File: config.mk
export PLATFORM = sky130hd
export DESIGN_NAME = viterbi_seq_ctrl
export DESIGN_NICKNAME = d
export VERILOG_FILES = /design/src/rtl/viterbi_seq_ctrl.sv
export SDC_FILE = /design/constraint.sdc
export NUM_CORES = 1
export LEC_CHECK = 0
export ABC_CLOCK_PERIOD_IN_PS = 2020
export CORE_ASPECT_RATIO = 1.2
export CORE_MARGIN = 3
export CORE_UTILIZATION = 27
export DETAILED_ROUTE_END_ITERATION = 6
export GPL_ROUTABILITY_DRIVEN = 0
export PLACE_DENSITY = 0.47
export SLEW_MARGIN = 40
export SYNTH_ARGS = -nofsm -noshare
export SYNTH_HDL_FRONTEND = slang
export SYNTH_SLANG_ARGS = --single-unit
File: constraint.sdc
create_clock -name clk -period 2.02 [get_ports clk]
set_clock_uncertainty 0.05 [all_clocks]
set_input_delay 0.404 -clock clk [delete_from_list [all_inputs] [get_ports clk]]
set_output_delay 0.404 -clock clk [all_outputs]
set_load 0.03 [all_outputs]
File: src/rtl/viterbi_seq_ctrl.sv
// Viterbi decoder control sequencer: alternates trellis store fill and traceback windows.
// Optional flag cross-checker enabled with `define VSC_CHK_EN.
module viterbi_seq_ctrl #(
  parameter int TB_DEPTH = 45,
  parameter int ST_W     = 8,
  parameter int CNT_W    = 6
) (
  input  logic             clk,
  input  logic             rst,
  input  logic             i_start,
  input  logic             i_sym_vld,
  input  logic             i_ood,
  input  logic [ST_W-1:0]  i_best_st,
  input  logic             i_td_full,
  input  logic             i_td_empty,
  output logic             o_sym_rdy,
  output logic             o_en_bmu,
  output logic             o_en_acs,
  output logic             o_en_td,
  output logic             o_td_ood,
  output logic             o_en_tb,
  output logic [ST_W-1:0]  o_tb_st,
  output logic [CNT_W-1:0] o_depth,
  output logic             o_busy,
  output logic             o_done,
  output logic             o_err
);

  // state   | meaning
  // IDLE    | waiting for i_start
  // FILL    | accepting symbols, BMU/ACS writing survivors to the store
  // TRACE   | store read back in reverse by the traceback unit
  // DONE    | one-cycle frame completion pulse
  typedef enum logic [1:0] {S_IDLE, S_FILL, S_TRACE, S_DONE} state_t;

  localparam logic [CNT_W-1:0] LAST_FILL = CNT_W'(TB_DEPTH - 1);
  localparam logic [CNT_W-1:0] FULL_WIN  = CNT_W'(TB_DEPTH);
  localparam logic [CNT_W-1:0] ONE       = CNT_W'(1);

  state_t           state_q, state_d;
  logic [CNT_W-1:0] depth_q, depth_d;
  logic             frame_end_q, frame_end_d;
  logic [ST_W-1:0]  tb_st_q, tb_st_d;
  logic [ST_W-1:0]  best_q, best_d;

  always_ff @(posedge clk) begin
    if (rst) begin
      state_q     <= S_IDLE;
      depth_q     <= '0;
      frame_end_q <= 1'b0;
      tb_st_q     <= '0;
      best_q      <= '0;
    end else begin
      state_q     <= state_d;
      depth_q     <= depth_d;
      frame_end_q <= frame_end_d;
      tb_st_q     <= tb_st_d;
      best_q      <= best_d;
    end
  end

  always_comb begin
    state_d     = state_q;
    depth_d     = depth_q;
    frame_end_d = frame_end_q;
    tb_st_d     = tb_st_q;
    best_d      = best_q;
    o_sym_rdy   = 1'b0;
    o_en_bmu    = 1'b0;
    o_en_acs    = 1'b0;
    o_en_td     = 1'b0;
    o_td_ood    = 1'b0;
    o_en_tb     = 1'b0;
    o_done      = 1'b0;

    case (state_q)
      S_IDLE: begin
        if (i_start) begin
          state_d     = S_FILL;
          depth_d     = '0;
          frame_end_d = 1'b0;
          best_d      = '0;
        end
      end

      S_FILL: begin
        o_sym_rdy = 1'b1;
        o_en_bmu  = i_sym_vld;
        o_en_acs  = i_sym_vld;
        o_en_td   = i_sym_vld;
        if (i_sym_vld) best_d = i_best_st;
        if (i_sym_vld && depth_q == LAST_FILL) begin
          state_d     = S_TRACE;
          depth_d     = FULL_WIN;
          tb_st_d     = i_best_st;
          frame_end_d = i_ood;
        end else if (i_ood) begin
          frame_end_d = 1'b1;
          if (i_sym_vld) begin
            state_d = S_TRACE;
            depth_d = depth_q + ONE;
            tb_st_d = i_best_st;
          end else if (depth_q == '0) begin
            state_d = S_DONE;
          end else begin
            // last symbol went in on an earlier cycle; its best state was kept
            state_d = S_TRACE;
            tb_st_d = best_q;
          end
        end else if (i_sym_vld) begin
          depth_d = depth_q + ONE;
        end
      end

      S_TRACE: begin
        o_td_ood = 1'b1;
        o_en_td  = 1'b1;
        o_en_tb  = 1'b1;
        if (depth_q <= ONE) begin
          depth_d = '0;
          state_d = frame_end_q ? S_DONE : S_FILL;
        end else begin
          depth_d = depth_q - ONE;
        end
      end

      S_DONE: begin
        o_done  = 1'b1;
        state_d = S_IDLE;
      end

      default: state_d = S_IDLE;
    endcase
  end

  assign o_busy  = (state_q != S_IDLE);
  assign o_depth = depth_q;
  assign o_tb_st = tb_st_q;

`ifdef VSC_CHK_EN
  logic err_q;
  logic err_hit;

  always_comb begin
    err_hit = 1'b0;
    if (state_q == S_FILL && i_td_full && depth_q < LAST_FILL) err_hit = 1'b1;
    if (state_q == S_TRACE && i_td_empty && depth_q > ONE)     err_hit = 1'b1;
    if (state_q == S_TRACE && i_sym_vld)                        err_hit = 1'b1;
  end

  always_ff @(posedge clk) begin
    if (rst) err_q <= 1'b0;
    else     err_q <= err_q | err_hit;
  end

  assign o_err = err_q;
`else
  logic unused_flags;
  assign unused_flags = i_td_full ^ i_td_empty;
  assign o_err        = 1'b0;
`endif

endmodule

Word level (Yosys, flattened, before mapping)
Cells that the tools add are included.
Word-level totals
  bits of input ports: 15
  word-level logic and storage cells: 59
  memory bits (read-only): 0
  latch bits: 0
  output and inout bits: 23
  bits in writable memories: 0
  register bits after elaboration: 25
  memories: 0
Operators by class
  muxes and demuxes: 29
  bitwise operators: 0
  multiply operators: 0
  eq/ne operators: 10
  reductions and logical operators: 12
  $add $sub $neg: 2
  shift-type cells: 0
  $lt $le $gt $ge: 1
  divide/modulo/power cells: 0
Operator list (number)
  $mux 8: 6
  $mux 6: 4
  $pmux 6 s3: 1
  $pmux 8 s2: 1
  $reduce_and 3->1: 5
  $mux 2: 5
  $mux 1: 9
  $ne 3x3->1 const B: 3
  $pmux 2 s4: 1
  $add 6x1->6 const B: 1
  $eq 6x6->1 const B: 1
  $le 6x1->1 const B: 1
  $logic_not 6->1: 1
  $ne 2x2->1 const B: 3
  $reduce_bool 2->1: 3
  $sub 6x1->6 const B: 1
  $eq 2x2->1 const B: 2
  $pmux 1 s2: 2
  $reduce_bool 3->1: 1
  $eq 2x1->1 const B: 1
  $logic_not 2->1: 1
  $logic_and 1x1->1: 1

Longest topological paths before layout
Gate-level depths: netlist (run 1).
  depth in word-level cells: 6
  mapped depth: 7
  mapped depth without buffers: 6

Least setup slack after synthesis (run 1)
No wires, ideal clock.
  path type: register to output
  from: register state_q[1]
  to: output o_en_td
  path slack: -497 ps
  data required time: 1566 ps
  buffers on the path: 2
  cell stages (with the launch flop): 7
  arrival: 2063 ps
  cell sequence: dfxtp_1 -> inv_1 -> ha_1 -> clkbuf_1 -> clkbuf_1 -> and2_1 -> o21a_1
On the way
  cells in the longest elaborated chain, start to end: 2
  elaborated cells between the ends (all ways): 3
  classes of those cells: eq/ne (2); mux (1)
RTL lines
  from (decl): RTL line 40  | state_t state_q, state_d;
  from (signal assigned): RTL line 54  | state_q <= state_d;
  $eq 2x2->1 or $eq 2x1->1 (tied branches): RTL line 76  | case (state_q)
  $pmux 1 s2 (*): RTL line 76
  to (decl): RTL line 19  | output logic o_en_td,
Mark *: on every way between the ends. The rest lies on a longest branch, timed or not.

Worst setup path in the final report (run 1)
  from: register depth_q[2], in the netlist o_depth[2]
  to: output o_depth[2]
RTL lines
  from (decl): RTL line 41  | logic [CNT_W-1:0] depth_q, depth_d;
  from (signal assigned): RTL line 55  | depth_q <= depth_d;
  to (decl): RTL line 23  | output logic [CNT_W-1:0] o_depth,
No word-level cell between the ends.

==> impl_results.md, run 1 <==
- Status: finished clean
- Transition time at the pin with the least slew margin: 686 ps
- First-iteration detailed-routing DRC count: 57
- Largest stage delay, worst path: 680 ps
- Part of the total power dissipated in the clock network: 15.9%
- Ratio of cells with drive above 1 in the final layout: 22.6%
- Number of vias in the routed layout: 1548
- Max cap viols: 0
- Routed wirelength normalized by instance count: 14.8 microns
- Buffer count from post-CTS setup fixing: 0
- Antenna Nets Post-Route: 0
- Internal power: 1190 uW
- Post-route worst hold slack: 445 ps
- Number of flops mapped to enable cells by yosys: 0
- Combinational cell fraction of total power: 55.3%
- Cell depth of the worst min-delay path: 2
- H-tree depth: 1
- Clock buffers created by TritonCTS: 3
- Total Nets Final: 246
- Standard-cell row count: 30
- Capturing element type of the critical path: output pin
- Grt ovf: 0
- Fin util: 38.1%
- Switching component of the power: 897 uW
- Setup Crit Path Kind: reg2out
- Synthesis-stage register bit count: 25
- Highest-count cells in the layout ignoring fill and taps: sky130_fd_sc_hd__dfxtp_1, sky130_fd_sc_hd__clkdlybuf4s50_1, sky130_fd_sc_hd__buf_4
- Number of cells after detailed placement: 297
- Antenna violations before repair: 0
- Top cell family by delay on the critical path: buffers and inverters
- Insertion delay to the later sink of the worst-skew pair: 280 ps
- Proportion of power drawn by flip-flops and latches: 28.7%
- Data required time of the worst path: 1570 ps
- Post-detailed-routing wire length: 4460 microns
- Syn Area/Cell: 9.12 sq um
- Detailed-placement wirelength estimate: 3340 microns
- Total DRC errors in the routed layout: 0
- Share of the synthesized area in the top cell type: 30.8%
- Gate Count Post-Synth: 178
- Yosys top cell by area: sky130_fd_sc_hd__dfxtp_1
- Non-filler instance count after layout: 301
- Core outline area: 5740 sq um
- Clock-pin slew of the registers on the worst-case setup and hold paths: 100 ps
- Setup Slack @ Placement: -5.39 ps
- Worst hold-check path type: reg2reg
- Setup tns final: 0 ps
- Arrival time of data at the critical path endpoint: 1500 ps
- Netlist area before placement: 1620 sq um
- Maximum VDD drop: 450 uV
- Effective utilization at floorplan: 28.3%
- Type of origin of the critical path: flip-flop
- Setup repair after global routing missed its margin: false
- Number of distinct library cells after synthesis: 50
- Crit path cell chain: buf_4 > clkdlybuf4s50_1
- CTS Root Cell: sky130_fd_sc_hd__clkbuf_8
- Final-report hold violation count: 0
- Fraction of power spent switching nets: 42.9%
- Pin count of the biggest net entering global routing: 24
- Static leakage: 0.000828 uW
- Power density relative to cell area: 955 nW/um^2
- Setup violators final: 0
- Synth top area cells: sky130_fd_sc_hd__dfxtp_1, sky130_fd_sc_hd__a311oi_2, sky130_fd_sc_hd__ha_1
- Slew Limit Headroom: 54.1%
- I/O pin count: 38
- Clock buffer depth: 2
- Achievable Freq: 512 MHz
- Nets in the synthesized netlist: 202
- First-pass GRT wire length: 7480 microns
- Count of final max-slew check failures: 0
- CP Buf/Inv Count: 2
- Slowest stage cell on the critical path: sky130_fd_sc_hd__clkdlybuf4s50_1
- Area added between synthesis and finish: 34.9%
- Length of the first detailed-routing pass in iterations: 4
- Max Fanout on Critical Path: 11
- Share of flip-flops with an asynchronous set or reset after synthesis: 0%
- Global-route usage over all layers: 12.9%
- Sequential area share after synthesis: 30.8%
- Port bufs: 34
- Die width: 76.8 microns
- Worst R2R Path Depth: 4
- Total of warnings raised by yosys: 0
- Die area: 6980 sq um
- Post-synth top flop: sky130_fd_sc_hd__dfxtp_1
- Final min period: 1950 ps
- CTS tree: yes
- Worst path setup slack after routing: 67.3 ps
- Height of the chip: 90.9 microns
- Portion of the clock cycle consumed by the worst path in the final layout: 96.7%
- CTS hold repair buffers: 0
- Ant diodes: 0
- Via count of the first global-routing pass: 1553
- CTS Sinks: 25
- Number of vias per cell: 5.14
- Logic depth of the worst path, buffers included: 2
-- path summary, 6_finish.rpt --
check / slack, ps / start / endpoint
max: 70 / o_depth[2]$_SDFFE_PP0P_ / o_depth[2]
min: 450 / best_q[1]$_SDFFE_PP0P_ / best_q[1]$_SDFFE_PP0P_
max reg2reg: 190 / o_depth[4]$_SDFFE_PP0P_ / state_q[1]$_SDFFE_PP0P_
min reg2reg: 450 / best_q[1]$_SDFFE_PP0P_ / best_q[1]$_SDFFE_PP0P_
-- tightest hold or removal path: cells and delay by family (launching register included) --
kind / cells / cell delay (ps)
flops: 1 / 340
simple gates: 1 / 70
compound gates: 1 / 60
-- Yosys cell counts, drive strengths merged (3+ instances only) --
| master | number |
|---|---|
| nand4 | 5 |
| dfxtp | 25 |
| nand2 | 6 |
| nor3 | 4 |
| nor2 | 14 |
| nor2b | 4 |
| buf | 9 |
| a21oi | 11 |
| nand3 | 4 |
| a311oi | 9 |
| a32oi | 10 |
| ha | 9 |
| mux2i | 8 |
| o21ai | 4 |
| inv | 9 |
| clkbuf | 6 |
| a211oi | 3 |
| and3 | 4 |
-- routing by layer --
layer	vias to the layer above	global-route usage (%)	share of wire, %
met3	5	2.20	3.7
li1	763	-	-
met5	-	0	0
met2	32	21.9	49
met4	0	5.14	1.4
met1	748	16.0	46
-- metrics by stage --
stage                     power [uW]  instance area (sq um)
after floorplan                 1380                   1640
after global placement          1770                   2140
after detailed placement        1780                   2140
after CTS                       2110                   2190
after global routing            2230                   2190
final                           2090                   2190
-- area by class of cell --
class / count / area [sq um]
inverters: 9 / 33.8
well taps: 80 / 100
repair buffers: 54 / 484
multi-input cells: 129 / 1020
clock inverters: 1 / 8.76
fillers: 599 / 3550
flip-flops and latches: 25 / 502
clock buffers: 3 / 41.3
-- power groups by stage --
stage	sequential, uW	combinational, uW	clock (uW)
3_3_place_gp	607	1160	0
5_1_grt	610	1260	366
2_1_floorplan	673	705	0
4_1_cts	601	1160	348
6_report	601	1160	333
3_5_place_dp	611	1170	0
-- flip-flops by register name, summed over array words and instances, names as in the netlist --
signal / count
best_q: 8
frame_end_q: 1
o_depth: 6
o_tb_st: 8
state_q: 2
-- kinds of logic after synthesis --
kind of cell,synth area share (%)
AO/OA/AOI/OAI,30.7
AND/OR/NAND/NOR,17.7
flip-flops,30.8
buffers and inverters,7.48
adder cells (fa/ha/maj),6.94
multiplexers,5.63
other,0.231
XOR/XNOR,0.540
-- what timing repair did --
item,in CTS,in global routing
pin swaps,0,0
gates resized for setup,6,1
endpoints found under the setup margin,5,1
gates cloned,0,0
Note: power is estimated with default switching activity, not from simulation.
==> inputs of run 2 (changes only) <==
- CORE_UTILIZATION: 27 -> 50
- PLACE_DENSITY: 0.47 -> 0.78
==> impl_results.md, run 2 (same netlist as run 1, synthesis figures left out) <==
- Status: finished clean (unchanged)
- Highest-count cells in the layout ignoring fill and taps: sky130_fd_sc_hd__dfxtp_1, sky130_fd_sc_hd__buf_4, sky130_fd_sc_hd__clkdlybuf4s50_1 (was sky130_fd_sc_hd__dfxtp_1, sky130_fd_sc_hd__clkdlybuf4s50_1, sky130_fd_sc_hd__buf_4)
- Arrival time of data at the critical path endpoint: 1520 ps (was 1500 ps)
- Detailed-placement wirelength estimate: 3260 microns (was 3340 microns)
- Setup violators final: 0 (unchanged)
- Insertion delay to the later sink of the worst-skew pair: 340 ps (was 280 ps)
- Standard-cell row count: 22 (was 30)
- Worst R2R Path Depth: 4 (unchanged)
- I/O pin count: 38 (unchanged)
- Transition time at the pin with the least slew margin: 695 ps (was 686 ps)
- Length of the first detailed-routing pass in iterations: 4 (unchanged)
- Power density relative to cell area: 961 nW/um^2 (was 955 nW/um^2)
- Max cap viols: 0 (unchanged)
- Setup Slack @ Placement: -56.8 ps (was -5.39 ps)
- Height of the chip: 68.4 microns (was 90.9 microns)
- Post-route worst hold slack: 466 ps (was 445 ps)
- Ant diodes: 0 (unchanged)
- Cell area after placement: 2050 sq um (was 2140 sq um)
- Pin count of the biggest net entering global routing: 24 (unchanged)
- Max Fanout on Critical Path: 7 (was 11)
- Antenna violations before repair: 0 (unchanged)
- Worst path setup slack after routing: 43.5 ps (was 67.3 ps)
- Data required time of the worst path: 1570 ps (about the same)
- Static leakage: 0.000868 uW (was 0.000828 uW)
- H-tree depth: 1 (unchanged)
- CTS tree: yes (unchanged)
- Die area: 3970 sq um (was 6980 sq um)
- Port bufs: 34 (unchanged)
- Register cell area after layout: 508 sq um (was 502 sq um)
- Reg-to-Reg End: state_q[0]$_SDFFE_PP0P_ (was state_q[1]$_SDFFE_PP0P_)
- Setup repair after global routing missed its margin: false (unchanged)
- First-pass GRT wire length: 7060 microns (was 7480 microns)
- Cell area after layout: 2130 sq um (was 2190 sq um)
- Final min period: 1980 ps (was 1950 ps)
- Fin util: 69.0% (was 38.1%)
- Post-detailed-routing wire length: 4490 microns (was 4460 microns)
- Ratio of cells with drive above 1 in the final layout: 23.5% (was 22.6%)
- Grt ovf: 0 (unchanged)
- CTS hold repair buffers: 0 (unchanged)
- Count of final max-slew check failures: 0 (unchanged)
- Effective utilization at floorplan: 52.6% (was 28.3%)
- Setup Crit Path Kind: reg2out (unchanged)
- Total Nets Final: 246 (unchanged)
- Maximum VDD drop: 759 uV (was 450 uV)
- Clock buffers created by TritonCTS: 3 (unchanged)
- Number of vias in the routed layout: 1592 (was 1548)
- Filler Cells Inserted: 254 (was 599)
- Achievable Freq: 506 MHz (was 512 MHz)
- Worst hold-check path type: reg2reg (unchanged)
- First-iteration detailed-routing DRC count: 90 (was 57)
- Portion of the clock cycle consumed by the worst path in the final layout: 97.8% (was 96.7%)
- Capturing element type of the critical path: output pin (unchanged)
- End of the critical path: o_en_td (was o_depth[2])
- Final-report hold violation count: 0 (unchanged)
- CTS Sinks: 25 (unchanged)
- Worst flop-to-flop path startpoint: o_depth[4]$_SDFFE_PP0P_ (unchanged)
- Clock-pin slew of the registers on the worst-case setup and hold paths: 170 ps (was 100 ps)
- Type of origin of the critical path: flip-flop (unchanged)
- Die width: 58.0 microns (was 76.8 microns)
- Setup slack, reg-to-reg: 180 ps (was 190 ps)
- Slew Limit Headroom: 53.5% (was 54.1%)
- Area added between synthesis and finish: 31.1% (was 34.9%)
- Global-route usage over all layers: 23.0% (was 12.9%)
- Via count of the first global-routing pass: 1540 (was 1553)
- Clock buffer depth: 2 (unchanged)
- Routed wirelength normalized by instance count: 17.5 microns (was 14.8 microns)
- Core outline area: 3080 sq um (was 5740 sq um)
- Start point of the critical path: state_q[0]$_SDFFE_PP0P_ (was o_depth[2]$_SDFFE_PP0P_)
- Antenna Nets Post-Route: 0 (unchanged)
- Total DRC errors in the routed layout: 0 (unchanged)
- Area used by multi-input combinational logic: 1020 sq um (about the same)
- CTS Root Cell: sky130_fd_sc_hd__clkbuf_4 (was sky130_fd_sc_hd__clkbuf_8)
- Number of vias per cell: 6.19 (was 5.14)
run 2: cell types whose count changed in the layout (fill, tap and decap cells not counted), sizes merged:
cell and delta:
clkdlybuf4s50 -2, dlymetal6s2s +2
run 2: worst min path at each step:
stage	startpoint	cells past startpoint	slack, ps	endpoint
after floorplan	best_q[0]$_SDFFE_PP0P_	2	400	best_q[0]$_SDFFE_PP0P_
after global placement	best_q[4]$_SDFFE_PP0P_	2	420	best_q[4]$_SDFFE_PP0P_
after detailed placement	best_q[0]$_SDFFE_PP0P_	2	430	best_q[0]$_SDFFE_PP0P_
after CTS	best_q[0]$_SDFFE_PP0P_	2	460	best_q[0]$_SDFFE_PP0P_
after global routing	state_q[1]$_SDFFE_PP0P_	1	480	state_q[1]$_SDFFE_PP0P_
final	best_q[1]$_SDFFE_PP0P_	2	470	best_q[1]$_SDFFE_PP0P_
run 2: power by group:
group          internal [uW]  total, uW  leakage, uW  switching, uW
registers                568        618     0.000204           50.6
logic                    486       1170     0.000645            686
clock network           80.8        256    0.0000183            175
run 2: critical path, cell delays in order, from the launching register on:
cell                      delay, ps
sky130_fd_sc_hd__dfxtp_4        390
sky130_fd_sc_hd__buf_4          140
sky130_fd_sc_hd__ha_4           170
sky130_fd_sc_hd__and2_4         140
sky130_fd_sc_hd__o21a_2         190
sky130_fd_sc_hd__buf_4          160
run 2: layout make-up:
cell class,instances,share of cell area (%)
clock inverters,1,0.412
well taps,36,2.12
inverters,9,1.59
flip-flops and latches,25,23.9
multi-input cells,129,47.8
repair buffers,54,23.2
clock buffers,3,1.06
run 2: routing by layer:
metal	up-vias	share of wire (%)	global-route usage, %
li1	760	-	-
met1	749	41	27.9
met2	73	52	42.5
met3	10	5.5	2.08
met4	0	1.7	7.54
met5	-	0	0
run 2: through the flow:
stage	TNS, ps	instances	total power, uW
6_report	0	257	2050
5_1_grt	0	257	2160
4_1_cts	0	253	1970
3_5_place_dp	-186	248	1710
3_3_place_gp	0	248	1670
2_1_floorplan	0	178	1380
run 2: what timing repair did:
item | in CTS | in global routing
pin swaps | 0 | 1
setup buffers | 1 | 4
gates resized for setup | 8 | 6
endpoints found under the hold margin | 0 | 0
setup endpoints to repair | 8 | 6
